`src/rtl/uart_register_top.sv`:
```
// uart_register_top: APB-slave UART with 8N1 transmitter/receiver and small TX/RX FIFOs.
//
// State machines:
//   state    | meaning
//   TX_IDLE  | line idle high, waiting for TXEN and a queued byte
//   TX_SEND  | shifting out start, 8 data bits (LSB first) and stop bit
//   RX_IDLE  | waiting for a falling edge on the synchronized line
//   RX_START | waiting half a bit to confirm the start bit
//   RX_DATA  | sampling 8 data bits at bit centres
//   RX_STOP  | sampling the stop bit, then push byte or flag an error
//
// Ports:
//   pClk, pReset            bus clock, async active-low reset
//   pSel/pEnable/pWrite     APB control (no wait states)
//   pAddr[1:0]              register index: 0 TXDATA, 1 RXDATA, 2 STATUS, 3 CTRL
//   pWdata, pReadData       APB data
//   RxD, TxD                serial pins, idle high
module uart_register_top #(
  parameter int CLK_DIV    = 10416,
  parameter int FIFO_DEPTH = 4          // power of two, at least 2
) (
  input  logic        pClk,
  input  logic        pReset,
  input  logic        pSel,
  input  logic        pEnable,
  input  logic        pWrite,
  input  logic [31:0] pAddr,
  input  logic [31:0] pWdata,
  input  logic        RxD,
  output logic        TxD,
  output logic [31:0] pReadData
);

  localparam int AW = $clog2(FIFO_DEPTH);
  localparam int CW = $clog2(FIFO_DEPTH + 1);
  localparam int TW = $clog2(CLK_DIV + 1);
  localparam logic [TW-1:0] BIT_LAST  = TW'(CLK_DIV - 1);
  localparam logic [TW-1:0] HALF_LAST = TW'(CLK_DIV / 2 - 1);

  typedef enum logic       {TX_IDLE, TX_SEND} txState_t;
  typedef enum logic [1:0] {RX_IDLE, RX_START, RX_DATA, RX_STOP} rxState_t;

  logic          unusedBits;
  assign unusedBits = ^{pAddr[31:2], pWdata[31:8]};

  // APB decode
  logic [1:0] regIdx;
  logic       wrEn, rdAcc;
  assign regIdx = pAddr[1:0];
  assign wrEn   = pSel & pEnable & pWrite;
  assign rdAcc  = pSel & pEnable & ~pWrite;

  logic txEn, rxEn, txOvf, rxOvr, fErr;

  // FIFO storage
  logic [7:0]    txMem [FIFO_DEPTH];
  logic [7:0]    rxMem [FIFO_DEPTH];
  logic [AW-1:0] txWp, txRp, rxWp, rxRp;
  logic [CW-1:0] txCnt, rxCnt;
  logic          txEmpty, txFull, rxEmpty, rxFull;
  logic          txPush, txPop, rxPush, rxPop;

  assign txEmpty = (txCnt == '0);
  assign txFull  = (txCnt == CW'(FIFO_DEPTH));
  assign rxEmpty = (rxCnt == '0);
  assign rxFull  = (rxCnt == CW'(FIFO_DEPTH));

  // A pop in the same cycle frees the slot, so a push into a full FIFO is still accepted.
  assign txPush = wrEn && (regIdx == 2'd0) && (!txFull || txPop);
  assign rxPop  = rdAcc && (regIdx == 2'd1) && !rxEmpty;

  // Transmitter
  txState_t      txState, txStateNext;
  logic [TW-1:0] txTimer;
  logic [3:0]    txBitCnt;
  logic [8:0]    txShift;
  logic          txLoad, txShiftEn, txBusy;

  assign txBusy = (txState == TX_SEND);

  always_comb begin
    txStateNext = txState;
    txPop       = 1'b0;
    txLoad      = 1'b0;
    txShiftEn   = 1'b0;
    case (txState)
      TX_IDLE: if (txEn && !txEmpty) begin
        txPop       = 1'b1;
        txLoad      = 1'b1;
        txStateNext = TX_SEND;
      end
      TX_SEND: if (txTimer == '0) begin
        if (txBitCnt != 4'd0) txShiftEn = 1'b1;
        else if (txEn && !txEmpty) begin
          txPop  = 1'b1;
          txLoad = 1'b1;
        end else txStateNext = TX_IDLE;
      end
      default: txStateNext = TX_IDLE;
    endcase
  end

  always_ff @(posedge pClk or negedge pReset) begin
    if (!pReset) txState <= TX_IDLE;
    else         txState <= txStateNext;
  end

  always_ff @(posedge pClk or negedge pReset) begin
    if (!pReset) begin
      TxD      <= 1'b1;
      txShift  <= '1;
      txBitCnt <= '0;
      txTimer  <= '0;
    end else if (txLoad) begin
      TxD      <= 1'b0;
      txShift  <= {1'b1, txMem[txRp]};
      txBitCnt <= 4'd9;
      txTimer  <= BIT_LAST;
    end else if (txShiftEn) begin
      TxD      <= txShift[0];
      txShift  <= {1'b1, txShift[8:1]};
      txBitCnt <= txBitCnt - 4'd1;
      txTimer  <= BIT_LAST;
    end else if (txBusy && txTimer != '0) begin
      txTimer  <= txTimer - 1'b1;
    end
  end

  // Receiver
  rxState_t      rxState, rxStateNext;
  logic          rxS1, rxSync, rxPrev, rxFall;
  logic [TW-1:0] rxTimer;
  logic [2:0]    rxBitCnt;
  logic [7:0]    rxShift;
  logic          rxLoadHalf, rxLoadBit, rxSample, rxStopSample;
  logic          rxPushReq, rxOvrSet, fErrSet;

  assign rxFall = rxPrev & ~rxSync;

  always_ff @(posedge pClk or negedge pReset) begin
    if (!pReset) begin
      rxS1   <= 1'b1;
      rxSync <= 1'b1;
      rxPrev <= 1'b1;
    end else begin
      rxS1   <= RxD;
      rxSync <= rxS1;
      rxPrev <= rxSync;
    end
  end

  always_comb begin
    rxStateNext  = rxState;
    rxLoadHalf   = 1'b0;
    rxLoadBit    = 1'b0;
    rxSample     = 1'b0;
    rxStopSample = 1'b0;
    if (!rxEn) rxStateNext = RX_IDLE;
    else begin
      case (rxState)
        RX_IDLE: if (rxFall) begin
          rxStateNext = RX_START;
          rxLoadHalf  = 1'b1;
        end
        RX_START: if (rxTimer == '0) begin
          if (rxSync) rxStateNext = RX_IDLE;   // start bit vanished: glitch
          else begin
            rxStateNext = RX_DATA;
            rxLoadBit   = 1'b1;
          end
        end
        RX_DATA: if (rxTimer == '0) begin
          rxSample  = 1'b1;
          rxLoadBit = 1'b1;
          if (rxBitCnt == 3'd7) rxStateNext = RX_STOP;
        end
        RX_STOP: if (rxTimer == '0) begin
          rxStopSample = 1'b1;
          rxStateNext  = RX_IDLE;
        end
        default: rxStateNext = RX_IDLE;
      endcase
    end
  end

  always_ff @(posedge pClk or negedge pReset) begin
    if (!pReset) rxState <= RX_IDLE;
    else         rxState <= rxStateNext;
  end

  always_ff @(posedge pClk or negedge pReset) begin
    if (!pReset) begin
      rxTimer  <= '0;
      rxBitCnt <= '0;
      rxShift  <= '0;
    end else begin
      if (rxLoadHalf)          rxTimer <= HALF_LAST;
      else if (rxLoadBit)      rxTimer <= BIT_LAST;
      else if (rxTimer != '0)  rxTimer <= rxTimer - 1'b1;
      if (rxState == RX_IDLE)  rxBitCnt <= '0;
      else if (rxSample)       rxBitCnt <= rxBitCnt + 3'd1;
      if (rxSample)            rxShift <= {rxSync, rxShift[7:1]};
    end
  end

  assign rxPushReq = rxStopSample & rxSync;
  assign fErrSet   = rxStopSample & ~rxSync;
  assign rxPush    = rxPushReq & (~rxFull | rxPop);
  assign rxOvrSet  = rxPushReq & rxFull & ~rxPop;

  // FIFO pointers and storage
  always_ff @(posedge pClk) begin
    if (txPush) txMem[txWp] <= pWdata[7:0];
    if (rxPush) rxMem[rxWp] <= rxShift;
  end

  always_ff @(posedge pClk or negedge pReset) begin
    if (!pReset) begin
      txWp <= '0; txRp <= '0; txCnt <= '0;
      rxWp <= '0; rxRp <= '0; rxCnt <= '0;
    end else begin
      if (txPush) txWp <= txWp + 1'b1;
      if (txPop)  txRp <= txRp + 1'b1;
      if (txPush && !txPop)      txCnt <= txCnt + CW'(1);
      else if (!txPush && txPop) txCnt <= txCnt - CW'(1);
      if (rxPush) rxWp <= rxWp + 1'b1;
      if (rxPop)  rxRp <= rxRp + 1'b1;
      if (rxPush && !rxPop)      rxCnt <= rxCnt + CW'(1);
      else if (!rxPush && rxPop) rxCnt <= rxCnt - CW'(1);
    end
  end

  // Control and sticky flags; a new event wins over a same-cycle clear.
  logic stWr;
  assign stWr = wrEn && (regIdx == 2'd2);

  always_ff @(posedge pClk or negedge pReset) begin
    if (!pReset) begin
      txEn <= 1'b0; rxEn <= 1'b0;
      txOvf <= 1'b0; rxOvr <= 1'b0; fErr <= 1'b0;
    end else begin
      if (wrEn && regIdx == 2'd3) begin
        txEn <= pWdata[0];
        rxEn <= pWdata[1];
      end
      if (wrEn && regIdx == 2'd0 && txFull && !txPop) txOvf <= 1'b1;
      else if (stWr && pWdata[5])                     txOvf <= 1'b0;
      if (rxOvrSet)                 rxOvr <= 1'b1;
      else if (stWr && pWdata[6])   rxOvr <= 1'b0;
      if (fErrSet)                  fErr <= 1'b1;
      else if (stWr && pWdata[7])   fErr <= 1'b0;
    end
  end

  logic [7:0] status;
  assign status = {fErr, rxOvr, txOvf, txBusy, rxFull, rxEmpty, txFull, txEmpty};

  always_comb begin
    pReadData = '0;
    if (pSel && !pWrite) begin
      case (regIdx)
        2'd1: if (!rxEmpty) pReadData = {24'd0, rxMem[rxRp]};
        2'd2: pReadData = {24'd0, status};
        2'd3: pReadData = {30'd0, rxEn, txEn};
        default: pReadData = '0;
      endcase
    end
  end

endmodule

```
`config.mk`:
```
export PLATFORM = sky130hd
export DESIGN_NAME = uart_register_top
export DESIGN_NICKNAME = d
export VERILOG_FILES = /design/src/rtl/uart_register_top.sv
export SDC_FILE = /design/constraint.sdc
export NUM_CORES = 1
export LEC_CHECK = 0
export CORE_MARGIN = 5
export CORE_UTILIZATION = 40
export CTS_CLUSTER_SIZE = 40
export DETAILED_ROUTE_END_ITERATION = 10
export SETUP_SLACK_MARGIN = 0.2
export SYNTH_ARGS = -nofsm -noshare
export SYNTH_HDL_FRONTEND = slang
export SYNTH_SLANG_ARGS = --single-unit
```
`constraint.sdc`:
```
create_clock -name pClk -period 9.2 [get_ports pClk]
set_clock_uncertainty 0.05 [all_clocks]
set_input_delay 1.38 -clock pClk [delete_from_list [all_inputs] [get_ports pClk]]
set_output_delay 1.38 -clock pClk [all_outputs]
set_load 0.01 [all_outputs]
```
Word level (Yosys, flattened, before mapping)
Memory sizes are Yosys's and may differ from the RTL's.
Index checks and enable logic that the tools add are counted.

word-level totals
  register bits = 78
  memory bits (writable) = 64
  bits of input ports = 70
  output and inout bits = 33
  memories kept = 2

cells by class
  $add $sub $neg = 12
  equal/unequal tests = 14
  multiplexer cells = 61
  bitwise logic cells = 15
  reduce and logical (&&, ||, !) cells = 46

memories
  memory  words  width  read ports  clocked after Yosys merged registers in  write ports  RTL line  source
  rxMem   4      8      1           0                                        1            57        logic [7:0] rxMem [FIFO_DEPTH];
  txMem   4      8      1           0                                        1            56        logic [7:0] txMem [FIFO_DEPTH];

operator list
  kind                   number
  $pmux 32 s3            1
  $mux 14                6
  $mux 32                1
  $mux 1                 31
  $logic_not 14->1       2
  $reduce_bool 14->1     2
  $sub 14x1->14 const B  2
  $logic_and 1x1->1      18
  $mux 3                 6
  $mux 9                 2
  $ne 3x3->1 const B     5
  $mux 2                 7
  $reduce_bool 2->1      7
  $add 3x1->3 const B    3
  $and 1x1->1            9
  $eq 3x3->1 const B     3
  $add 2x1->2 const B    4
  $eq 2x2->1 const B     4
  $logic_not 1->1        8
  $mux 4                 2
  $mux 8                 1
  $pmux 2 s4             1
  $logic_not 3->1        2
  $pmux 1 s2             3
  10 further kinds       18

Depth between registers and ports, before layout
Gate-level depths: netlist (run 1).

  depth after elaboration = 13
  gate-level depth with buffers = 15
  mapped depth without buffers = 14

Worst setup path before layout (run 1)
Ideal clock, no wire load.

  path kind = input -> output
  from = input pAddr[0]
  to = output pReadData[1]
  data arrival time = 2.804 ns
  required time = 7.770 ns
  slack = 4.966 ns
  stages = 5
  buffers on the path = 1
  cells stage by stage = clkbuf_1 -> nor3b_1 -> a22o_1 -> a22oi_1 -> nor2_1

between the ends
  word-level cells in the longest chain between the ends = 3
  elaborated cells between the ends (all ways) = 5
  those cells by class = eq/ne (3); mux (2)

RTL lines
  element                                          RTL line  source
  from (decl)                                      27        input logic [31:0] pAddr,
  $eq 2x2->1 / $eq 2x1->1 (equally long branches)  261       case (regIdx)
  $pmux 32 s3 (*)                                  261
  $mux 32 (*)                                      260       if (pSel && !pWrite) begin
  to (decl)                                        31        output logic [31:0] pReadData

Every way passes the cells marked *; elsewhere a longest branch is shown, timed or not.

Worst setup path after layout (run 1)
  from = input pAddr[0]
  to = output pReadData[6]

The elaborated chain is that of the path after synthesis.

==> reports/results.txt, run 1 <==
FF+latch count, synth: 141
Synth area leaders: edfxtp_1 (29%), dfrtp_1 (24%), mux4_2 (5.4%), dfstp_2 (4.7%), ha_1 (3.9%)
top-area cell type share of the netlist area: 0.287
initial antenna violation count: 0
H-tree depth: 4
fin area: 7750 um^2
CP endpoint: pReadData[6]
Adder-Cell Fraction of Synth Area: 0.0452
die area: 19,400 um^2
post-cts sizing count: 0
Synth Area in Compound Gates: 0.0751
placed cell area: 7050 um^2
dpl hpwl: 8.24 mm
outcome: finished clean
XOR/XNOR Fraction of Synth Area: 0.0392
Post-Syn Instances: 519
vias in the first global route: 4,050
setup TNS: 0 ns
Post-Syn Area: 6700 um^2
num ports: 103
Critical Path Start Type: input pin
Reg2Reg Capture Point: txCnt[2]$_DFFE_PN0P_
Clock Sinks: 141
drt initial violations: 247
vias: 3,979
largest net degree at the start of global routing: 78
WS Path Type: in -> out
Worst VDD drop: 0.000155 V
DP Cell Count: 743
Final min period: 5.43 ns
CTS root buffer: clkbuf_16
Placer Congestion: 0.762
Final #Nets: 635
R2R Path Start: txTimer[0]$_DFFE_PN0P_
asr flop ratio synth: 0.546
port bufs: 24
Storage cell area: 3860 um^2
Distinct cells, synth: 64
Synth area leader: edfxtp_1
CTS tree: done
share of cells above drive strength 1: 0.162
Post-synth EDFFs: 64
crit path max fanout: 10
Hold Crit Class: reg -> reg
CTS Buf Count: 17
Setup WS pre-CTS: 3.77 ns
chip width: 139 um
largest family of logic cells by synthesized area: simple AND/OR/NAND/NOR gates
post-CTS setup buffers: 0
Seq/Total Area, Yosys: 0.577
Avg Inst Size Synth: 12.9 um^2
Site Rows: 47
Tcrit/Tclk final: 0.590
DR pass1 iterations: 4
Post-CTS Hold Buffers: 0
DR vias/cell: 5.13
routed length per instance: 15.5 um
GRT overflow: 0
setup ws final: 3.77 ns
Die Height: 139 um
Yosys warning total: 0
Most used DFF post-synth: dfrtp_1
Routed WL: 12.0 mm
P&R area growth vs syn: 15.6%
filler instances: 1,454
# DRC: 0
Pwr Density: 273 nW/um^2
Antenna Diode Count: 0
core area: 16,500 um^2
Worst-path clk slew: 0.06 ns
Max-Cap Viols: 0
Synth Area in Simple Gates: 0.113
path depth of the worst reg2reg path: 14
Crit. Startpoint: pAddr[0]
R2R setup slack: 5.12 ns
CTS max path bufs: 2
Setup Viol. Count Final: 0
Required @ worst endpoint: 7.77 ns
Skew-Pair Late Insertion Delay: 0.41 ns
Slew Limit Headroom: 0.289
Leak: 2.95 nW
non-filler cells, final: 775
Routed Antenna Nets: 0
RSZ-0062 raised after global routing: false
first-pass GRT wire length: 20.2 mm
crit path DAT: 4.00 ns
Max Fclk: 184 MHz
Final Hold Vio Count: 0
PnR Total Power: 2.11 mW
post-synthesis mux area share: 0.0990
Initial Util: 0.405
kind of end point of the critical path: primary output
multi-input logic area: 2590 um^2
gr usage total: 0.130
Slew @ Worst Pin: 1.06 ns
Slew Viols, Final: 0
[worst min path at each step]
stage          slack, ns  depth (start not counted)      startpoint          endpoint
3_3_place_gp        0.30                          0  rxS1$_DFF_PN1_  rxSync$_DFF_PN1_
3_5_place_dp        0.30                          0  rxS1$_DFF_PN1_  rxSync$_DFF_PN1_
2_1_floorplan       0.30                          0  rxS1$_DFF_PN1_  rxSync$_DFF_PN1_
4_1_cts             0.31                          0  rxS1$_DFF_PN1_  rxSync$_DFF_PN1_
5_1_grt             0.31                          0  rxS1$_DFF_PN1_  rxSync$_DFF_PN1_
6_report            0.31                          0  rxS1$_DFF_PN1_  rxSync$_DFF_PN1_
[metrics by stage]
stage | hold slack, ns | utilization
after detailed placement | 0.299 | 0.427
after CTS | 0.308 | 0.469
after global placement | 0.297 | 0.427
after floorplan | 0.295 | -
final | 0.307 | 0.469
after global routing | 0.313 | 0.469
[synthesized netlist by cell type (5+ instances only)]
cell type	number
a21oi_1	14
xnor2_1	24
nor2_1	46
o21ai_0	9
nor3_1	12
nor2b_1	6
nand2_1	23
mux4_2	16
nor4_1	7
clkbuf_1	12
and2_1	8
inv_1	18
xor2_1	6
ha_1	21
dfrtp_1	65
edfxtp_1	64
mux2_2	14
mux2i_1	13
or3_1	9
dfstp_2	12
nand3_1	12
buf_1	5
buf_4	24
a22oi_1	8
[report_power, final]
part | total (mW) | switching, mW | internal, mW
Clock | 0.804 | 0.253 | 0.550
Combinational | 0.397 | 0.175 | 0.222
Sequential | 0.913 | 0.137 | 0.776
[flip-flops by register name, indices dropped and copies added, names as in the netlist, 2 cells and up]
name      count
rxWp          2
rxShift       8
txMem        32
txRp          2
txBitCnt      4
rxBitCnt      3
txCnt         3
txShift       8
rxMem        32
txWp          2
rxTimer      14
rxCnt         3
rxState       2
txTimer      14
rxRp          2
[kinds of logic (layout without fill, tap and decap cells)]
| family | Yosys count | after routing |
|---|---|---|
| and+or+nand+nor | 148 | 148 |
| xor gates and xnor gates | 30 | 30 |
| DFF | 141 | 141 |
| buffers and inverters | 64 | 77 |
| muxes | 44 | 44 |
| other | 1 | 24 |
| adders and majority gates | 23 | 23 |
| AOI/OAI and AO/OA | 68 | 68 |
[routing by layer]
layer,GRT usage,vias up,routed length (um)
met5,0,-,0
met3,0.0326,12,420
met2,0.218,71,6180
met1,0.163,2011,5270
met4,0.0479,0,154
li1,-,1885,-
[layout make-up]
class	instances	share of cell area
clock buffers	21	0.0594
clock inverters	11	0.0305
inverters	19	0.00921
multi-input cells	337	0.334
flip-flops and latches	141	0.499
well taps	220	0.0355
repair buffers	26	0.0326
[cell usage in the layout, fill, tap and decap left out, types with 4 or more instances in the layout]
master            n
a22oi_1           8
nand2b_1          4
conb_1           24
mux2_2           14
nor2_1           46
dfrtp_1          65
inv_1            18
o21ai_0           9
dfstp_2          12
and2_1            8
mux4_2           16
bufinv_16         7
clkbuf_16        17
ha_1             21
mux2i_1          13
or3_1             9
clkdlybuf4s50_1  23
or2_2             4
xor2_1            6
a21oi_1          14
nor3_1           12
nand3_1          12
nand2_1          23
nor2b_1           6
xnor2_1          24
edfxtp_1         64
nor4_1            6
a2111oi_0         4
[worst max-delay path, cell delays in order]
cell	delay [ns]
clkdlybuf4s50_1	0.71
nor3b_1	0.89
a22oi_1	0.20
nor2_1	0.21
clkdlybuf4s50_1	0.59
Power figures use the tool's default switching activity.
==> run 2, diff against run 1 <==
==> constraint.sdc (replaced) <==
create_clock -name pClk -period 5.47 [get_ports pClk]
set_clock_uncertainty 0.05 [all_clocks]
set_input_delay 0.8205 -clock pClk [delete_from_list [all_inputs] [get_ports pClk]]
set_output_delay 0.8205 -clock pClk [all_outputs]
set_load 0.01 [all_outputs]
==> run 2 against run 1 <==
  * Count of clock-buffer cells in the layout shrank 3
  * Critical path depth grew 9
  * Cell count grew 0.13%
  * Combinational power grew 69%
  * Sequential share of layout area grew 0.28 points
  * Core utilization shrank 0.26 points
  * First-iteration DRC count shrank 15%
  * Hold slack lost 0.0013 ns
  * Wire length is essentially flat
  * Worst setup slack lost 2.4 ns
  * Largest power group unchanged
==> reports/results.txt, run 2 (synthesis results as in run 1) <==
Slew @ Worst Pin: 1.07 ns
kind of end point of the critical path: register
crit path max fanout: 21
Hold Crit Class: reg -> reg
H-tree depth: 4
post-cts sizing count: 0
vias: 3,994
top flop regs: rxMem (32), txMem (32)
Final #Nets: 636
Die Height: 139 um
Clock Sinks: 141
drt initial violations: 211
chip width: 139 um
gr usage total: 0.131
Slew Viols, Final: 0
crit path DAT: 4.34 ns
post-layout util: 0.466
Post-CTS Hold Buffers: 0
first-pass GRT wire length: 20.4 mm
Critical Path Start Type: register
post-CTS setup buffers: 0
Antenna Diode Count: 0
GRT overflow: 0
Required @ worst endpoint: 5.75 ns
worst-path cell chain: inv_1, ha_1, or4b_4, or4_4, o21a_4, nor2_4, inv_2, a2111oi_4, ha_1, inv_1, fa_1, xor2_1, nor2_1, xor2_1
die area: 19,400 um^2
commonest non-fill, non-tap cell in the layout: dfrtp_1
CTS max path bufs: 2
DR pass1 iterations: 4
Storage cell area: 3860 um^2
routed length per instance: 15.5 um
dpl hpwl: 8.30 mm
CTS tree: done
most frequent cells in the layout: dfrtp_1 (65), edfxtp_1 (64), nor2_1 (46)
# DRC: 0
Max Fclk: 246 MHz
Max-Cap Viols: 0
num ports: 103
Hold Slack: 0.306 ns
Worst VDD drop: 0.000245 V
Setup Viol. Count Final: 0
Routed Antenna Nets: 0
Site Rows: 47
PnR Total Power: 3.46 mW
Leak: 2.92 nW
Skew-Pair Late Insertion Delay: 0.41 ns
Routed WL: 12.0 mm
initial antenna violation count: 0
CTS Buf Count: 17
slowest stage cell, crit path: a2111oi_4
Worst-path clk slew: 0.06 ns
largest net degree at the start of global routing: 78
setup TNS: 0 ns
DR vias/cell: 5.15
vias in the first global route: 4,062
share of cells above drive strength 1: 0.167
core area: 16,500 um^2
P&R area growth vs syn: 15.0%
WS Path Type: reg -> reg
Slew Limit Headroom: 0.284
Largest stage delay, worst path: 0.57 ns
multi-input logic area: 2590 um^2
port bufs: 24
Placer Congestion: 0.762
outcome: finished clean
Initial Util: 0.405
Pwr Density: 449 nW/um^2
filler instances: 1,476
CTS root buffer: clkbuf_16
Final min period: 4.06 ns
Final Hold Vio Count: 0
Tcrit/Tclk final: 0.742
RSZ-0062 raised after global routing: false
## run 2: power breakdown
group	leakage, nW	internal [mW]	switching [mW]
registers	1.56	1.30	0.233
clock network	0.306	0.786	0.463
logic	1.06	0.375	0.295
total	2.92	2.47	0.990
## run 2: layer usage
metal  wire, um  GRT usage  up-vias
met5          0          0        -
met4        191     0.0525        0
met3        427     0.0364       14
met2       6060      0.214       76
met1       5340      0.165     2006
li1           -          -     1898
## run 2: path summary, 6_finish.rpt
check / startpoint / to / slack [ns] / cells past startpoint
worst max-delay path: txTimer[0]$_DFFE_PN0P_ / txCnt[2]$_DFFE_PN0P_ / 1.41 / 14
worst min-delay path: rxS1$_DFF_PN1_ / rxSync$_DFF_PN1_ / 0.31 / 0
worst max register to register: txTimer[0]$_DFFE_PN0P_ / txCnt[2]$_DFFE_PN0P_ / 1.41 / 14
worst min register to register: rxS1$_DFF_PN1_ / rxSync$_DFF_PN1_ / 0.31 / 0
max in group asynchronous: pReset / rxState[1]$_DFFE_PN0P_ / 4.20 / 1
min in group asynchronous: pReset / txTimer[9]$_DFFE_PN0P_ / 0.51 / 1
## run 2: through the flow
stage,cell area (um^2),std cells,setup slack [ns]
2_1_floorplan,6790,542,1.86
3_3_place_gp,7060,744,1.48
3_5_place_dp,7060,744,1.39
4_1_cts,7700,776,1.38
5_1_grt,7700,776,1.18
6_report,7700,776,1.41
## run 2: worst max-delay path, delay by kind of cell, from the launching register on
family | cells | cell delay, ns
AOI/OAI and AO/OA | 2 | 0.84
xor gates and xnor gates | 2 | 0.30
DFF | 1 | 0.40
and+or+nand+nor | 4 | 1.25
adders and majority gates | 3 | 0.78
buffers and inverters | 3 | 0.36
## run 2: layout make-up
class                           count  share of cell area
Tap cell                          220              0.0357
Timing Repair Buffer               27              0.0338
Multi-Input combinational cell    337               0.336
Sequential cell                   141               0.502
Inverter                           19             0.00926
Clock inverter                     14              0.0268
Clock buffer                       18              0.0570
